File: src/rtl/dmem_arbiter.sv
// Data-memory arbiter between the processor load/store port (C) and a DMA/debug
// port (D): per-cycle round-robin, lockable bounded D bursts, registered D read data.
module dmem_arbiter #(
  parameter int ADDR_WIDTH = 32,
  parameter int DATA_WIDTH = 32,
  parameter int MAX_BURST  = 8
) (
  input  logic                  clk,
  input  logic                  reset,
  input  logic                  cpu_req,
  input  logic                  cpu_we,
  input  logic [ADDR_WIDTH-1:0] cpu_addr,
  input  logic [DATA_WIDTH-1:0] cpu_wdata,
  output logic [DATA_WIDTH-1:0] cpu_rdata,
  output logic                  cpu_stall,
  input  logic                  dma_req,
  input  logic                  dma_lock,
  input  logic                  dma_we,
  input  logic [ADDR_WIDTH-1:0] dma_addr,
  input  logic [DATA_WIDTH-1:0] dma_wdata,
  output logic                  dma_gnt,
  output logic [DATA_WIDTH-1:0] dma_rdata,
  output logic                  dma_rvalid,
  output logic [ADDR_WIDTH-1:0] mem_addr,
  output logic [DATA_WIDTH-1:0] mem_wdata,
  output logic                  mem_we,
  output logic                  mem_re,
  input  logic [DATA_WIDTH-1:0] mem_rdata
);

  typedef enum logic {ST_ARB = 1'b0, ST_BURST = 1'b1} state_t;

  localparam logic [7:0] MAX_CNT = MAX_BURST[7:0];

  state_t                r_state;
  state_t                w_state_nxt;
  logic                  r_last;
  logic [7:0]            r_burst_cnt;
  logic [7:0]            w_cnt_nxt;
  logic                  r_dma_rvalid;
  logic [DATA_WIDTH-1:0] r_dma_rdata;
  logic                  w_cpu_gnt;
  logic                  w_dma_gnt;
  logic                  w_burst_hold;

  // Grant decision: a locked burst overrides round-robin until the waiting processor's budget runs out
  always_comb begin
    w_cpu_gnt    = 1'b0;
    w_dma_gnt    = 1'b0;
    w_burst_hold = (r_state == ST_BURST) && dma_req && dma_lock;
    if (w_burst_hold && (r_burst_cnt < MAX_CNT)) begin
      w_dma_gnt = 1'b1;
    end else if (w_burst_hold && cpu_req) begin
      w_cpu_gnt = 1'b1;
    end else if (cpu_req && dma_req) begin
      if (r_last) begin
        w_cpu_gnt = 1'b1;
      end else begin
        w_dma_gnt = 1'b1;
      end
    end else if (cpu_req) begin
      w_cpu_gnt = 1'b1;
    end else if (dma_req) begin
      w_dma_gnt = 1'b1;
    end else begin
      w_cpu_gnt = 1'b0;
    end
  end

  // Next state and burst counter; only grants taken while the processor waits count
  always_comb begin
    w_state_nxt = r_state;
    w_cnt_nxt   = r_burst_cnt;
    case (r_state)
      ST_ARB: begin
        if (w_dma_gnt && dma_lock) begin
          w_state_nxt = ST_BURST;
          w_cnt_nxt   = cpu_req ? 8'd1 : 8'd0;
        end else begin
          w_state_nxt = ST_ARB;
          w_cnt_nxt   = 8'd0;
        end
      end
      ST_BURST: begin
        if (!dma_lock || !dma_req || w_cpu_gnt) begin
          w_state_nxt = ST_ARB;
          w_cnt_nxt   = 8'd0;
        end else if (w_dma_gnt && cpu_req && (r_burst_cnt < MAX_CNT)) begin
          w_cnt_nxt = r_burst_cnt + 8'd1;
        end else begin
          w_cnt_nxt = r_burst_cnt;
        end
      end
      default: begin
        w_state_nxt = ST_ARB;
        w_cnt_nxt   = 8'd0;
      end
    endcase
  end

  // Arbitration state, round-robin pointer and burst counter
  always_ff @(posedge clk or negedge reset) begin
    if (!reset) begin
      r_state     <= ST_ARB;
      r_last      <= 1'b1;
      r_burst_cnt <= 8'd0;
    end else begin
      r_state     <= w_state_nxt;
      r_burst_cnt <= w_cnt_nxt;
      if (w_cpu_gnt) begin
        r_last <= 1'b0;
      end else if (w_dma_gnt) begin
        r_last <= 1'b1;
      end else begin
        r_last <= r_last;
      end
    end
  end

  // Capture DMA read data from the memory on the edge that completes the granted read
  always_ff @(posedge clk or negedge reset) begin
    if (!reset) begin
      r_dma_rvalid <= 1'b0;
      r_dma_rdata  <= {DATA_WIDTH{1'b0}};
    end else if (w_dma_gnt && !dma_we) begin
      r_dma_rvalid <= 1'b1;
      r_dma_rdata  <= mem_rdata;
    end else begin
      r_dma_rvalid <= 1'b0;
    end
  end

  // Memory mux: only the granted port reaches the memory, idle drives zeros
  always_comb begin
    mem_addr  = {ADDR_WIDTH{1'b0}};
    mem_wdata = {DATA_WIDTH{1'b0}};
    mem_we    = 1'b0;
    mem_re    = 1'b0;
    if (w_cpu_gnt) begin
      mem_addr  = cpu_addr;
      mem_wdata = cpu_wdata;
      mem_we    = cpu_we;
      mem_re    = ~cpu_we;
    end else if (w_dma_gnt) begin
      mem_addr  = dma_addr;
      mem_wdata = dma_wdata;
      mem_we    = dma_we;
      mem_re    = ~dma_we;
    end else begin
      mem_we    = 1'b0;
    end
  end

  assign cpu_rdata  = w_cpu_gnt ? mem_rdata : {DATA_WIDTH{1'b0}};
  assign cpu_stall  = cpu_req & ~w_cpu_gnt;
  assign dma_gnt    = w_dma_gnt;
  assign dma_rvalid = r_dma_rvalid;
  assign dma_rdata  = r_dma_rdata;

endmodule

File: config.mk
export PLATFORM = sky130hd
export DESIGN_NAME = dmem_arbiter
export DESIGN_NICKNAME = d
export VERILOG_FILES = /design/src/rtl/dmem_arbiter.sv
export SDC_FILE = /design/constraint.sdc
export NUM_CORES = 1
export LEC_CHECK = 0
export CAP_MARGIN = 20
export CORE_AREA = 2 2 116 118
export DETAILED_ROUTE_END_ITERATION = 8
export DIE_AREA = 0 0 118 120
export SLEW_MARGIN = 20
export SYNTH_ARGS = -nofsm -noshare
export SYNTH_HDL_FRONTEND = slang
export SYNTH_SLANG_ARGS = --single-unit
File: constraint.sdc
create_clock -name clk -period 2.8 [get_ports clk]
set_clock_uncertainty 0.05 [all_clocks]
set_input_delay 0.56 -clock clk [delete_from_list [all_inputs] [get_ports clk]]
set_output_delay 0.56 -clock clk [all_outputs]
set_load 0.03 [all_outputs]
==> metrics.md, run 1 <==
| Metric | Value |
|---|---|
| Avg WL per Cell | `about 20 um` |
| Gpl congestion | `0.865` |
| Final HPWL DP | `11500 um` |
| Core Area | `approximately 0.013 mm^2` |
| CTS max path bufs | `2` |
| Pin count of the biggest net entering global routing | `44` |
| Ys flop type | `dfrtp_1` |
| Vias in the first global route | `between 3000 and 4000` |
| Die X-Extent | `between 100 and 150 um` |
| Final setup fails | `0` |
| Crit end category | `output pin` |
| Syn avg cell area | `about 11 um^2` |
| CTS buffer count | `5` |
| GR Util All Layers | `between 20% and 30%` |
| DRC viols | `0` |
| CTS tree | `yes` |
| R2R Setup Slk | `0.83 ns` |
| Post-synth EDFFs | `0` |
| Area delta synth->final | `138%` |
| Worst vdd ir | `between 0.4 and 0.5 mV` |
| Dpl cells | `between 700 and 800` |
| Measured slew at the worst slew-check pin | `roughly 0.46 ns` |
| R2R Path Start | `r_last` |
| Via density | `~4.7` |
| Fin crit share | `97.5%` |
| Layout Nets | `729` |
| Initial drt markers | `around 240` |
| Drt first pass iters | `4` |
| Seq/Total Area, Yosys | `between 40 and 50%` |
| Clock Latency Late Sink | `~0.28 ns` |
| R2R cell count | `5` |
| Root Buffer | `clkbuf_16` |
| I/O pin cnt | `300` |
| Cell count after synthesis | `245` |
| Slew margin rel. | `between 60 and 70%` |
| Non-filler cells, final | `739` |
| Post-synth top cells | `a22o_1, dfrtp_1, and3_1` |
| HP Class | `in -> async` |
| Layout cell share with drive strength beyond 1 | `approximately 32%` |
| Crit Path Max Fanout | `20` |
| Final worst slack | `roughly 0.071 ns` |
| Synth Warn # | `0` |
| Crit start category | `register` |
| Area contributors post-synth | `dfrtp_1, a22o_1, mux2_2` |
| Power Total | `3300 uW` |
| Setup Slack @ Placement | `-0.638 ns` |
| MaxCap Viol Count | `0` |
| Slew Limit Fails | `0` |
| Count leader, synth | `a22o_1` |
| Syn nets | `413` |
| Port bufs | `between 200 and 300` |
| Worst path required time | `between 2 and 2.5 ns` |
| Outcome | `completed` |
| Fin. Hold Viols | `0` |
| Starting Density | `about 20%` |
| CP Data Arrival Time | `about 2.1 ns` |
| Fin crit period | `~2.7 ns` |
| Clock-pin slew on the worst setup and hold paths | `about 0.06 ns` |
| Fillers | `~1200` |
| Die Y | `around 120 um` |
| First-pass GRT wire length | `22600 um` |
| Routed Antenna Nets | `0` |
| Mapped cell area | `between 0.002 and 0.003 mm^2` |
| Crit path kind | `reg -> out` |
| WL final | `roughly 15000 um` |
| Synth top area share | `about two fifths` |
| Via count | `between 3000 and 4000` |
| Asr flop ratio synth | `between 90% and 100%` |
| Cell row count | `42` |
| P_leak | `slightly below 0.003 uW` |
| FF+latch count, synth | `43` |
| Initial antenna violation count | `1` |
| Post-synth cell types | `30` |
| Remaining global-route overflow | `0` |
| Die area | `between 0.01 and 0.015 mm^2` |
| RSZ-0062 raised after global routing | `yes` |
| Clock net sink count | `43` |
| Largest area contributor in the netlist | `dfrtp_1` |
| Worst R2R End | `dma_rdata[14]` |
| Htree depth | `2` |
| Max frequency | `between 300 and 400 MHz` |
| PwrDens | `~530 mW/mm^2` |
[worst max-delay path by stage]
stage / start / end / slack, ns / cells past startpoint
after global placement: dma_lock / mem_addr[3] / -0.60 / 7
after floorplan: dma_req / mem_addr[0] / 0.28 / 6
after global routing: r_last / mem_re / -0.03 / 7
after CTS: r_last / mem_addr[15] / 0.004 / 6
final: r_last / mem_wdata[9] / 0.07 / 6
after detailed placement: dma_lock / mem_addr[3] / -0.64 / 7
[report_power, final]
group	switching (uW)	leakage [uW]	total, uW	internal, uW
sequential	57.8	0.000524	788	731
clock	235	0.0000869	679	443
combinational	948	0.00228	1840	889
total	1240	0.00289	3300	2060
[kinds of logic (layout without fill, tap and decap cells)]
family,count (synthesis),after routing,synth area share (%)
other,0,1,0
adder cells (fa/ha/maj),1,1,0.476
AND/OR/NAND/NOR,60,60,13.2
multiplexers,32,32,13.7
buffers and inverters,29,346,6.05
AO/OA/AOI/OAI,79,79,25.2
flip-flops,43,43,41.0
XOR/XNOR,1,1,0.334
[sequential cells by signal, indices dropped and copies added (netlist names)]
| signal | flops |
|---|---|
| dma_rdata | 32 |
| r_burst_cnt | 8 |
| dma_rvalid | 1 |
| r_last | 1 |
| r_state | 1 |
[through the flow]
stage | cell area (um^2) | TNS [ns] | utilization (%) | hold WS [ns]
6_report | 6250 | 0 | 48.2 | 0.161
5_1_grt | 6250 | -0.0297 | 48.2 | 0.163
4_1_cts | 6260 | 0 | 48.2 | 0.429
3_5_place_dp | 5800 | -34.40 | 44.7 | 0.443
3_3_place_gp | 5800 | -30.97 | 44.7 | 0.437
2_1_floorplan | 2630 | 0 | - | 0.214
[cell type report]
class,count,area (um^2),area share [%]
Timing Repair Buffer,334,3320,53.1
Clock buffer,6,139,2.22
Antenna cell,1,2.50,0.0400
Tap cell,176,220,3.52
Inverter,4,15.0,0.240
Multi-Input combinational cell,173,1450,23.1
Clock inverter,2,35.0,0.560
Sequential cell,43,1080,17.2
[timing repair]
item,CTS,global route
resized for setup,147,46
setup endpoints to repair,98,58
hold buffers,0,0
cloned,5,1
pin swaps,7,4
setup buffers,5,1
[routing by layer]
metal / vias to the layer above / share of wire (%) / global-route usage (%)
met5: - / 0 / 0
met4: 0 / 1.5 / 5.35
met3: 13 / 10 / 7.65
met2: 207 / 49 / 35.5
met1: 1642 / 39 / 24.8
li1: 1583 / - / -
[critical path, stage by stage, from the launching register on]
cell	delay [ns]
dfstp_2	0.54
a21oi_2	0.04
a311o_1	0.34
and2_4	0.18
buf_12	0.16
a22o_1	0.23
clkdlybuf4s15_1	0.34
[layout by cell type (no fill, tap or decap), types with 2 or more instances in the layout]
master,instances
a21oi_1,4
a22o_1,62
a22o_4,3
and2_4,3
and3_1,36
buf_12,10
buf_16,3
buf_2,13
buf_4,71
buf_6,26
clkbuf_16,6
clkdlybuf4s15_1,8
clkdlybuf4s15_2,3
clkdlybuf4s50_1,195
dfrtp_1,42
dlygate4sd2_1,2
inv_1,4
mux2_2,32
nand2_1,7
nand3_1,3
nor2_1,2
nor3_1,2
o21a_1,2
o21ai_0,2
(Power assumes the default switching activity.)
==> run 2: changes to the inputs <==
- CTS_CLUSTER_DIAMETER: unset -> 100
==> results of run 2 <==
Same layout as run 1: the final DEF is identical, and so are final timing and power.
